<file path="src/rtl/jk_pd_sequencer.sv">
// jk_pd_sequencer
//   Drives the j/k inputs of the JK flip-flop phase detector in the DPLL
//   loop. Reference and DCO-feedback rising edges become one-cycle j/k
//   pulses. j and k are never issued together: a round-robin arbiter
//   resolves conflicts and parks the loser in a one-deep pending flag.
//   The block also measures the detector output duty per reference period,
//   reports a signed phase error and runs the IDLE/ACQ/LOCKED lock FSM.
//
// Ports
//   clk        in   system clock, rising edge
//   reset      in   asynchronous, active-high
//   enable     in   1 = run; 0 = FSM to IDLE, j/k held 0
//   ref_in     in   reference clock (async to clk)
//   fb_in      in   DCO feedback clock (async to clk)
//   pd_q       in   phase-detector flop output
//   j, k       out  one-cycle set/reset pulses to the phase-detector flop
//   phase_err  out  signed high_cnt - (period_cnt>>1), CNT_W bits
//   err_valid  out  one-cycle strobe, phase_err updated
//   locked     out  1 while FSM in LOCKED
//   ref_lost   out  sticky; period counter saturated; cleared leaving IDLE
//   overrun    out  one-cycle pulse; event merged into a pending request

// Per-input synchroniser + rising-edge detector.
// STAGES sync flops and one history flop; the edge strobe is registered so
// that a request reaches the j/k flops on the (STAGES+2)th clock edge.
module jk_pd_edge_sync #(
  parameter int STAGES = 2
) (
  input  logic clk,
  input  logic reset,
  input  logic din,
  output logic evt
);
  // [STAGES-1:0] synchroniser, [STAGES] history
  logic [STAGES:0] sync_pipe;

  always_ff @(posedge clk or posedge reset) begin
    if (reset) begin
      sync_pipe <= '0;
      evt       <= 1'b0;
    end else begin
      sync_pipe <= {sync_pipe[STAGES-1:0], din};
      evt       <= sync_pipe[STAGES-1] & ~sync_pipe[STAGES];
    end
  end
endmodule

module jk_pd_sequencer #(
  parameter int CNT_W       = 16,
  parameter int SYNC_STAGES = 2,
  parameter int LOCK_TOL    = 4,
  parameter int LOCK_CNT    = 8
) (
  input  logic             clk,
  input  logic             reset,
  input  logic             enable,
  input  logic             ref_in,
  input  logic             fb_in,
  input  logic             pd_q,
  output logic             j,
  output logic             k,
  output logic [CNT_W-1:0] phase_err,
  output logic             err_valid,
  output logic             locked,
  output logic             ref_lost,
  output logic             overrun
);
  localparam int GOOD_W = $clog2(LOCK_CNT + 1);
  localparam logic [CNT_W-1:0]        CNT_ONE   = CNT_W'(1);
  localparam logic [CNT_W-1:0]        CNT_MAX   = '1;
  localparam logic signed [CNT_W-1:0] TOL_S     = CNT_W'(LOCK_TOL);
  localparam logic [GOOD_W-1:0]       GOOD_LAST = GOOD_W'(LOCK_CNT - 1);
  localparam logic [GOOD_W-1:0]       GOOD_FULL = GOOD_W'(LOCK_CNT);
  localparam logic [GOOD_W-1:0]       GOOD_ONE  = GOOD_W'(1);

  typedef enum logic [1:0] {S_IDLE, S_ACQ, S_LOCKED} state_t;

  // ---------------------------------------------------------------------
  // Edge detection: lane 0 = reference, lane 1 = feedback
  // ---------------------------------------------------------------------
  logic [1:0] edge_in;
  logic [1:0] evt;
  assign edge_in = {fb_in, ref_in};

  genvar g;
  generate
    for (g = 0; g < 2; g++) begin : g_sync
      jk_pd_edge_sync #(.STAGES(SYNC_STAGES)) u_sync (
        .clk   (clk),
        .reset (reset),
        .din   (edge_in[g]),
        .evt   (evt[g])
      );
    end
  endgenerate

  // ---------------------------------------------------------------------
  // Round-robin j/k arbiter
  // ---------------------------------------------------------------------
  logic pend_j, pend_k;
  logic last_grant_k;   // 1 = K won the last conflict, so J wins the next one
  logic req_j, req_k, grant_j, grant_k;

  assign req_j   = evt[0] | pend_j;
  assign req_k   = evt[1] | pend_k;
  assign grant_j = req_j & (~req_k | last_grant_k);
  assign grant_k = req_k & ~grant_j;

  always_ff @(posedge clk or posedge reset) begin
    if (reset) begin
      j            <= 1'b0;
      k            <= 1'b0;
      pend_j       <= 1'b0;
      pend_k       <= 1'b0;
      overrun      <= 1'b0;
      last_grant_k <= 1'b1;
    end else if (!enable) begin
      j       <= 1'b0;
      k       <= 1'b0;
      pend_j  <= 1'b0;
      pend_k  <= 1'b0;
      overrun <= 1'b0;
    end else begin
      j       <= grant_j;
      k       <= grant_k;
      // The losing request stays parked; a fresh edge on top of it merges.
      pend_j  <= req_j & ~grant_j;
      pend_k  <= req_k & ~grant_k;
      overrun <= (evt[0] & pend_j) | (evt[1] & pend_k);
      // Fairness pointer moves only on a real conflict.
      if (req_j && req_k) last_grant_k <= grant_k;
    end
  end

  // ---------------------------------------------------------------------
  // Lock FSM
  // ---------------------------------------------------------------------
  state_t            state, state_nxt;
  logic [GOOD_W-1:0] good, good_nxt;
  logic              clr_meas, set_lost, clr_lost;
  logic [CNT_W-1:0]  period_cnt, high_cnt;
  logic              period_sat, in_tol;
  logic signed [CNT_W-1:0] pe_s;

  assign period_sat = (period_cnt == CNT_MAX);
  assign pe_s       = phase_err;
  assign in_tol     = (pe_s <= TOL_S) && (pe_s >= -TOL_S);
  assign locked     = (state == S_LOCKED);

  always_ff @(posedge clk or posedge reset) begin
    if (reset) begin
      state <= S_IDLE;
      good  <= '0;
    end else begin
      state <= state_nxt;
      good  <= good_nxt;
    end
  end

  always_comb begin
    state_nxt = state;
    good_nxt  = good;
    clr_meas  = 1'b0;
    set_lost  = 1'b0;
    clr_lost  = 1'b0;
    if (!enable) begin
      state_nxt = S_IDLE;
      good_nxt  = '0;
    end else begin
      case (state)
        S_IDLE: begin
          state_nxt = S_ACQ;
          good_nxt  = '0;
          clr_meas  = 1'b1;
          clr_lost  = 1'b1;
        end
        S_ACQ: begin
          if (period_sat) begin
            good_nxt = '0;
            clr_meas = 1'b1;
            set_lost = 1'b1;
          end else if (err_valid) begin
            if (!in_tol) begin
              good_nxt = '0;
            end else if (good == GOOD_LAST) begin
              good_nxt  = GOOD_FULL;
              state_nxt = S_LOCKED;
            end else begin
              good_nxt = good + GOOD_ONE;
            end
          end
        end
        S_LOCKED: begin
          if (period_sat) begin
            state_nxt = S_ACQ;
            good_nxt  = '0;
            clr_meas  = 1'b1;
            set_lost  = 1'b1;
          end else if (err_valid && !in_tol) begin
            state_nxt = S_ACQ;
            good_nxt  = '0;
          end
        end
        default: begin
          state_nxt = S_IDLE;
          good_nxt  = '0;
        end
      endcase
    end
  end

  always_ff @(posedge clk or posedge reset) begin
    if (reset) begin
      ref_lost <= 1'b0;
    end else if (set_lost) begin
      ref_lost <= 1'b1;
    end else if (clr_lost) begin
      ref_lost <= 1'b0;
    end
  end

  // ---------------------------------------------------------------------
  // Period / high-time measurement
  // ---------------------------------------------------------------------
  logic meas_run;
  logic seen_ref;   // a ref edge has opened the current window

  assign meas_run = enable && (state != S_IDLE) && !clr_meas;

  always_ff @(posedge clk or posedge reset) begin
    if (reset) begin
      period_cnt <= '0;
      high_cnt   <= '0;
      seen_ref   <= 1'b0;
      phase_err  <= '0;
      err_valid  <= 1'b0;
    end else begin
      err_valid <= 1'b0;
      if (!meas_run) begin
        // phase_err deliberately holds across IDLE.
        period_cnt <= '0;
        high_cnt   <= '0;
        seen_ref   <= 1'b0;
      end else if (evt[0]) begin
        if (seen_ref) begin
          phase_err <= high_cnt - (period_cnt >> 1);
          err_valid <= 1'b1;
        end
        seen_ref   <= 1'b1;
        // The edge cycle itself belongs to the new window.
        period_cnt <= CNT_ONE;
        high_cnt   <= pd_q ? CNT_ONE : '0;
      end else begin
        if (!period_sat)               period_cnt <= period_cnt + CNT_ONE;
        if (pd_q && high_cnt != CNT_MAX) high_cnt <= high_cnt + CNT_ONE;
      end
    end
  end
endmodule

</file>
<file path="config.mk">
export PLATFORM = sky130hd
export DESIGN_NAME = jk_pd_sequencer
export DESIGN_NICKNAME = d
export VERILOG_FILES = /design/src/rtl/jk_pd_sequencer.sv
export SDC_FILE = /design/constraint.sdc
export NUM_CORES = 1
export LEC_CHECK = 0
export CAP_MARGIN = 20
export CORE_ASPECT_RATIO = 1.1
export CORE_MARGIN = 1.5
export CORE_UTILIZATION = 40
export DETAILED_ROUTE_END_ITERATION = 12
export PLACE_DENSITY = 0.63
export RECOVER_POWER = 25
export SYNTH_ARGS = -nofsm -noshare
export SYNTH_HDL_FRONTEND = slang
export SYNTH_SLANG_ARGS = --single-unit
</file>
<file path="constraint.sdc">
create_clock -name clk -period 6.2 [get_ports clk]
set_clock_uncertainty 0.1 [all_clocks]
set_input_delay 1.24 -clock clk [delete_from_list [all_inputs] [get_ports clk]]
set_output_delay 1.24 -clock clk [all_outputs]
set_load 0.01 [all_outputs]
</file>
; Yosys cells after proc, flatten, opt, wreduce, memory -nomap -nowiden
; Cells that the tools add are included.
[word_totals]
in_bits = 6
output_inout_bits = 22
wordCells = 113
reg_bits = 71
[op_classes]
eq_ne = 14
n_bitwise = 17
add_sub_neg = 4
order_cmp = 2
muxes = 42
reduce_logical = 16
[ops]
columns = operator, count
row1 = $mux W16, 6
row2 = $add A16 B1 Y16 const B, 2
row3 = $mux W4, 7
row4 = $mux W1, 19
row5 = $eq A16 B16 Y1 const B, 1
row6 = $ge A16 B3 Y1 const B, 1
row7 = $le A16 B4 Y1 const B, 1
row8 = $ne A16 B16 Y1 const B, 1
row9 = $sub A16 B15 Y16, 1
row10 = $mux W2, 7
row11 = $ne A3 B3 Y1 const B, 4
row12 = $and A1 B1 Y1, 8
row13 = $pmux W4 S2, 1
row14 = $logic_and A1 B1 Y1, 6
row15 = $pmux W2 S3, 1
row16 = $not A1 Y1, 5
row17 = $reduce_and A5 Y1, 1
row18 = $add A4 B1 Y4 const B, 1
row19 = $eq A4 B3 Y1 const B, 1
row20 = $ne A4 B2 Y1 const B, 1
row21 = $ne A4 B4 Y1 const B, 1
row22 = $or A1 B1 Y1, 4
row23 = $reduce_and A2 Y1, 2
row24 = $reduce_bool A2 Y1, 2
row25 = 10 further kinds, 11

; Logic depth before layout (Yosys ltp)
[depth]
depth_word = 9
ltp_mapped = 9
depth_no_buf = 9

; Cells and area by module
; A second synthesis with hierarchy kept.
[unflattened]
cells_unflattened = 423
area_unflattened_um2 = 4000.1
[modules_own_cells]
columns = mod, instances, area_per_inst_um2, cells_each, seq_area_each_um2
row1 = jk_pd_sequencer, 1, 3764.9, 411, 1577.8
row2 = jk_pd_edge_sync, 2, 117.6, 6, 100.1

; Least setup slack after synthesis
; OpenSTA, ideal clock, no wires.
[synth_timing]
path_type = input to register
startpoint = input port enable
endpoint = register good[3]
setup_ns = 0.077
path_buffers = 1
cell_stages = 5
t_required_ns = 6.023
path_slack_ns = 3.796
arrival_time_ns = 2.227
cell_sequence = clkbuf_1 -> nor2b_2 -> o221a_4 -> or3b_1 -> a21oi_1
[synth_via]
elab_chain_cells = 2
elab_cells_between_ends = 4
classes_between = 2 x eq/ne / 1 x mux / 1 x reduce/logical
[synth_rtl]
columns = item, line_no
row1 = "start, declared", 56  ; input logic enable,
row2 = $ne A4 B4 Y1 (no line) / $ne A4 B2 Y1 (equally long branches), --
row3 = $reduce_and A2 Y1 (no line), --
row4 = "end signal, assigned", 156  ; good <= good_nxt;
row5 = "end, declared", 139  ; logic [GOOD_W-1:0] good, good_nxt;
; Parallel ways exist; a longest one is shown, timed or not.
; A chain may end at the register's enable or synchronous reset.

; Final worst setup path
[layout_timing]
startpoint = input port enable
endpoint = register phase_err[4]
[layout_via]
elab_chain_cells = 4
elab_cells_between_ends = 5
classes_between = 1 x mux / 4 x reduce/logical
[layout_rtl]
columns = item, line_no
row1 = $mux W1, 166  ; if (!enable) begin
row2 = $logic_not A1 Y1, 228  ; assign meas_run = enable && (state != S_IDLE) && !clr_meas;
row3 = $logic_and A1 B1 Y1 (*), 228
row4 = $reduce_and A3 Y1 (no line) (*), --
row5 = "end signal, assigned", 246  ; phase_err <= high_cnt - (period_cnt >> 1);
row6 = "end, declared", 62  ; output logic [CNT_W-1:0] phase_err,
; Every way passes the cells marked *; elsewhere a longest branch is shown, timed or not.

==> flow_summary.toml <==
[status]
status = "finished, final reports clean"

[die]
num_rows = 37
initial_utilization_pct = 41.75
io_pins = 28
core_um2 = 9490
die_area_um2 = 10510
fp.dieW_um = 97.90
die_y_um = 107.4

[synth]
synth_area_um2 = 3963
synth.mux.area_fraction_pct = 1.295
synth_warnings = 0
synth-edff-count = 0
synth_compound_area_share_pct = 13.45
synthXorXnorAreaFrac_pct = 7.957
ys.flop_type = "dfrtp_1"
ys_seq_elements = 71
avgSynthCellArea_um2 = 9.435
synth_top_family_by_area = "simple AND/OR/NAND/NOR gates"
seq_area_frac_synth_pct = 44.87
async_flop_share_pct = 100.0
synth_top_area_cell = "dfrtp_1"
synth.distinct_cells = 55
syn_inst = 420
synthAdderAreaFrac_pct = 7.768
synth_top_area_share_pct = 44.21
synth_nets = 450
synth_area_leaders = "dfrtp_1, ha_1, nand2_1, xnor2_1, xor2_1"
synth_simple_gate_area_share_pct = 20.93

[placement]
post-dp-hpwl_um = 5840
place_congestion = 0.7942
io_buffers = 27

[power]
p_leak_nw = 1.947
p_per_area_nw_per_um2 = 252.2
power_mw = 1.155
vdd_drop_max_mv = 0.1083

[clocking]
clockBufferDepth = 2
postCtsSetupBuffers = 0
htree_levels = 3
cts_tree = "done"
cts.sinks = 71
cts_buffers = 9
clk_latency_ns = 0.36
cts_root_buf = "clkbuf_8"
cts.clk_slew.worst_paths_ns = 0.08
ctsHoldBuffers = 0
postCtsResizedCells = 0

[setup_path]
path_cells = "dlygate4sd3_1, nand2b_1, a31oi_2, nand3_1, inv_2, mux2_1"
cp.arrival_ns = 3.69
cp_max_fo = 31
required_ns = 6.35
crit_path_end_kind = "flip-flop"
start_kind = "input port"
crit_family = "buffers and inverters"
worstSetupPathType = "in -> reg"
slowest_stage = "dlygate4sd3_1"
critPathMaxStageDelay_ns = 0.74
critPathBufInv = 2

[timing]
period_share_pct = 57.03
hold_violations = 0
tightestPinTransition_ns = 0.9769
final-setup-viol-count = 0
max-slew-margin-rel_pct = 34.69
fmax_mhz = 282.8
slew_viol_final = 0
fin_crit_ns = 3.536
rsz0062_at_grt = "false"
final.setup.tns_ns = 0

[hold_path]
hold_class = "reg -> reg"

[finish]
seq_area_um2 = 1778
area_growth_pct = 15.57
fillers = 884
diodes = 0
drive_above_1_share_pct = 6.579
num-nets-final = 481
multi_input_comb_area_um2 = 2037

[global_route]
grt_pass1_wl_um = 13470
grt_pass1_vias = 2867
track_usage_pct = 16.19
antenna_found_initial = 0
grt-ovfl-total = 0
grt_max_degree = 72

[drt]
drt_iter0_drc = 162
dr.pass1.iters = 4
vias_per_cell = 5.269
totalWireLength_um = 8173
postRouteAntennaNets = 0
drc_errors = 0
vias = 3019
detail_route.wl_per_cell_um = 14.26

[job]
cap_violations = 0
cell usage after synthesis, drive strengths merged, types with 6 or more instances:
cell   count
dfrtp     70
nand2     46
nor2      38
o21ai     29
inv       27
ha        23
a21oi     21
xnor2     19
xor2      17
nand4     16
nand3     15
and3       9
nor2b      9
buf        7
nor3       7
a31oi      6
where the power goes:
| part | leakage, nW | switching (mW) | internal, mW | total (mW) |
|---|---|---|---|---|
| registers | 0.967 | 0.0310 | 0.493 | 0.524 |
| logic | 0.870 | 0.116 | 0.0921 | 0.208 |
| clock network | 0.110 | 0.193 | 0.230 | 0.423 |
final timing paths:
check / slack [ns] / cells past startpoint / end / startpoint
setup reg to reg: 3.19 / 6 / phase_err[4] / period_cnt[12]
min in group asynchronous: 1.48 / 3 / g_sync[1].u_sync.sync_pipe[0] / reset
max in group asynchronous: 3.93 / 3 / phase_err[10] / reset
setup / recovery: 2.66 / 6 / phase_err[4] / enable
hold reg to reg: 0.25 / 0 / g_sync[0].u_sync.sync_pipe[1] / g_sync[0].u_sync.sync_pipe[0]
hold / removal: 0.25 / 0 / g_sync[0].u_sync.sync_pipe[1] / g_sync[0].u_sync.sync_pipe[0]
worst register-to-register path, stage by stage (launching register included):
cell	delay [ns]
dfrtp_1	0.47
nand4_1	0.27
nor4_4	0.66
a31oi_2	0.26
nand3_1	0.73
inv_2	0.08
mux2_1	0.33
kinds of logic (layout without fill, tap and decap cells):
group,count (synthesis),after routing
and+or+nand+nor,164,164
AOI/OAI and AO/OA,83,83
DFF,71,71
buffers and inverters,37,73
xor gates and xnor gates,36,36
adders and majority gates,24,24
muxes,5,5
area by class of cell:
cell class	instances	area share [%]
inverter	27	2.213
sequential	71	38.83
tap	117	3.197
multi-input combinational	312	44.48
timing repair buffer	30	6.339
clock buffer	9	2.705
clock inverter	7	2.240
registers in the layout, summed over array words and instances (netlist names), 2 cells and up:
name and count:
high_cnt 16, period_cnt 16, phase_err 16, g_sync.u_sync.sync_pipe 6
good 4, g_sync.u_sync.evt 2, state 2
metrics by stage:
stage	hold WS (ns)	setup slack [ns]	area, um2	cells	utilization, %
detailed placement	0.2378	2.325	4348	556	45.81
floorplan	0.2312	3.065	3963	420	-
finish	0.2515	2.664	4579	573	48.25
global route	0.2612	2.371	4579	573	48.25
global placement	0.2320	2.438	4348	556	45.81
CTS	0.2573	2.747	4574	572	48.20
placed cells by master (no fill, tap or decap), types with 3 or more instances in the layout:
| cell type | netlist | final |
|---|---|---|
| mux2i_1 | 4 | 4 |
| a31oi_1 | 5 | 5 |
| clkbuf_8 | 0 | 9 |
| nand2_1 | 46 | 46 |
| nor2b_1 | 8 | 8 |
| o211ai_1 | 3 | 3 |
| and3_1 | 9 | 9 |
| a21oi_1 | 21 | 21 |
| nor3_1 | 7 | 7 |
| o21ai_0 | 27 | 27 |
| clkdlybuf4s50_1 | 0 | 23 |
| dlygate4sd3_1 | 0 | 4 |
| nand4_1 | 15 | 15 |
| xor2_1 | 17 | 17 |
| o21a_1 | 5 | 5 |
| inv_1 | 26 | 25 |
| nor4_1 | 4 | 4 |
| nand2b_1 | 5 | 5 |
| nand3_1 | 15 | 15 |
| ha_1 | 23 | 23 |
| nor2_1 | 38 | 38 |
| dfrtp_1 | 70 | 70 |
| xnor2_1 | 19 | 19 |
routing by layer:
metal | track usage, % | vias to the layer above | part of all wire, %
met4 | 7.449 | 0 | 1.7
met5 | 0 | - | 0
li1 | - | 1544 | -
met3 | 4.156 | 10 | 3.5
met2 | 26.75 | 50 | 46
met1 | 19.88 | 1415 | 48
No activity file was read; power rests on OpenSTA's default activity.
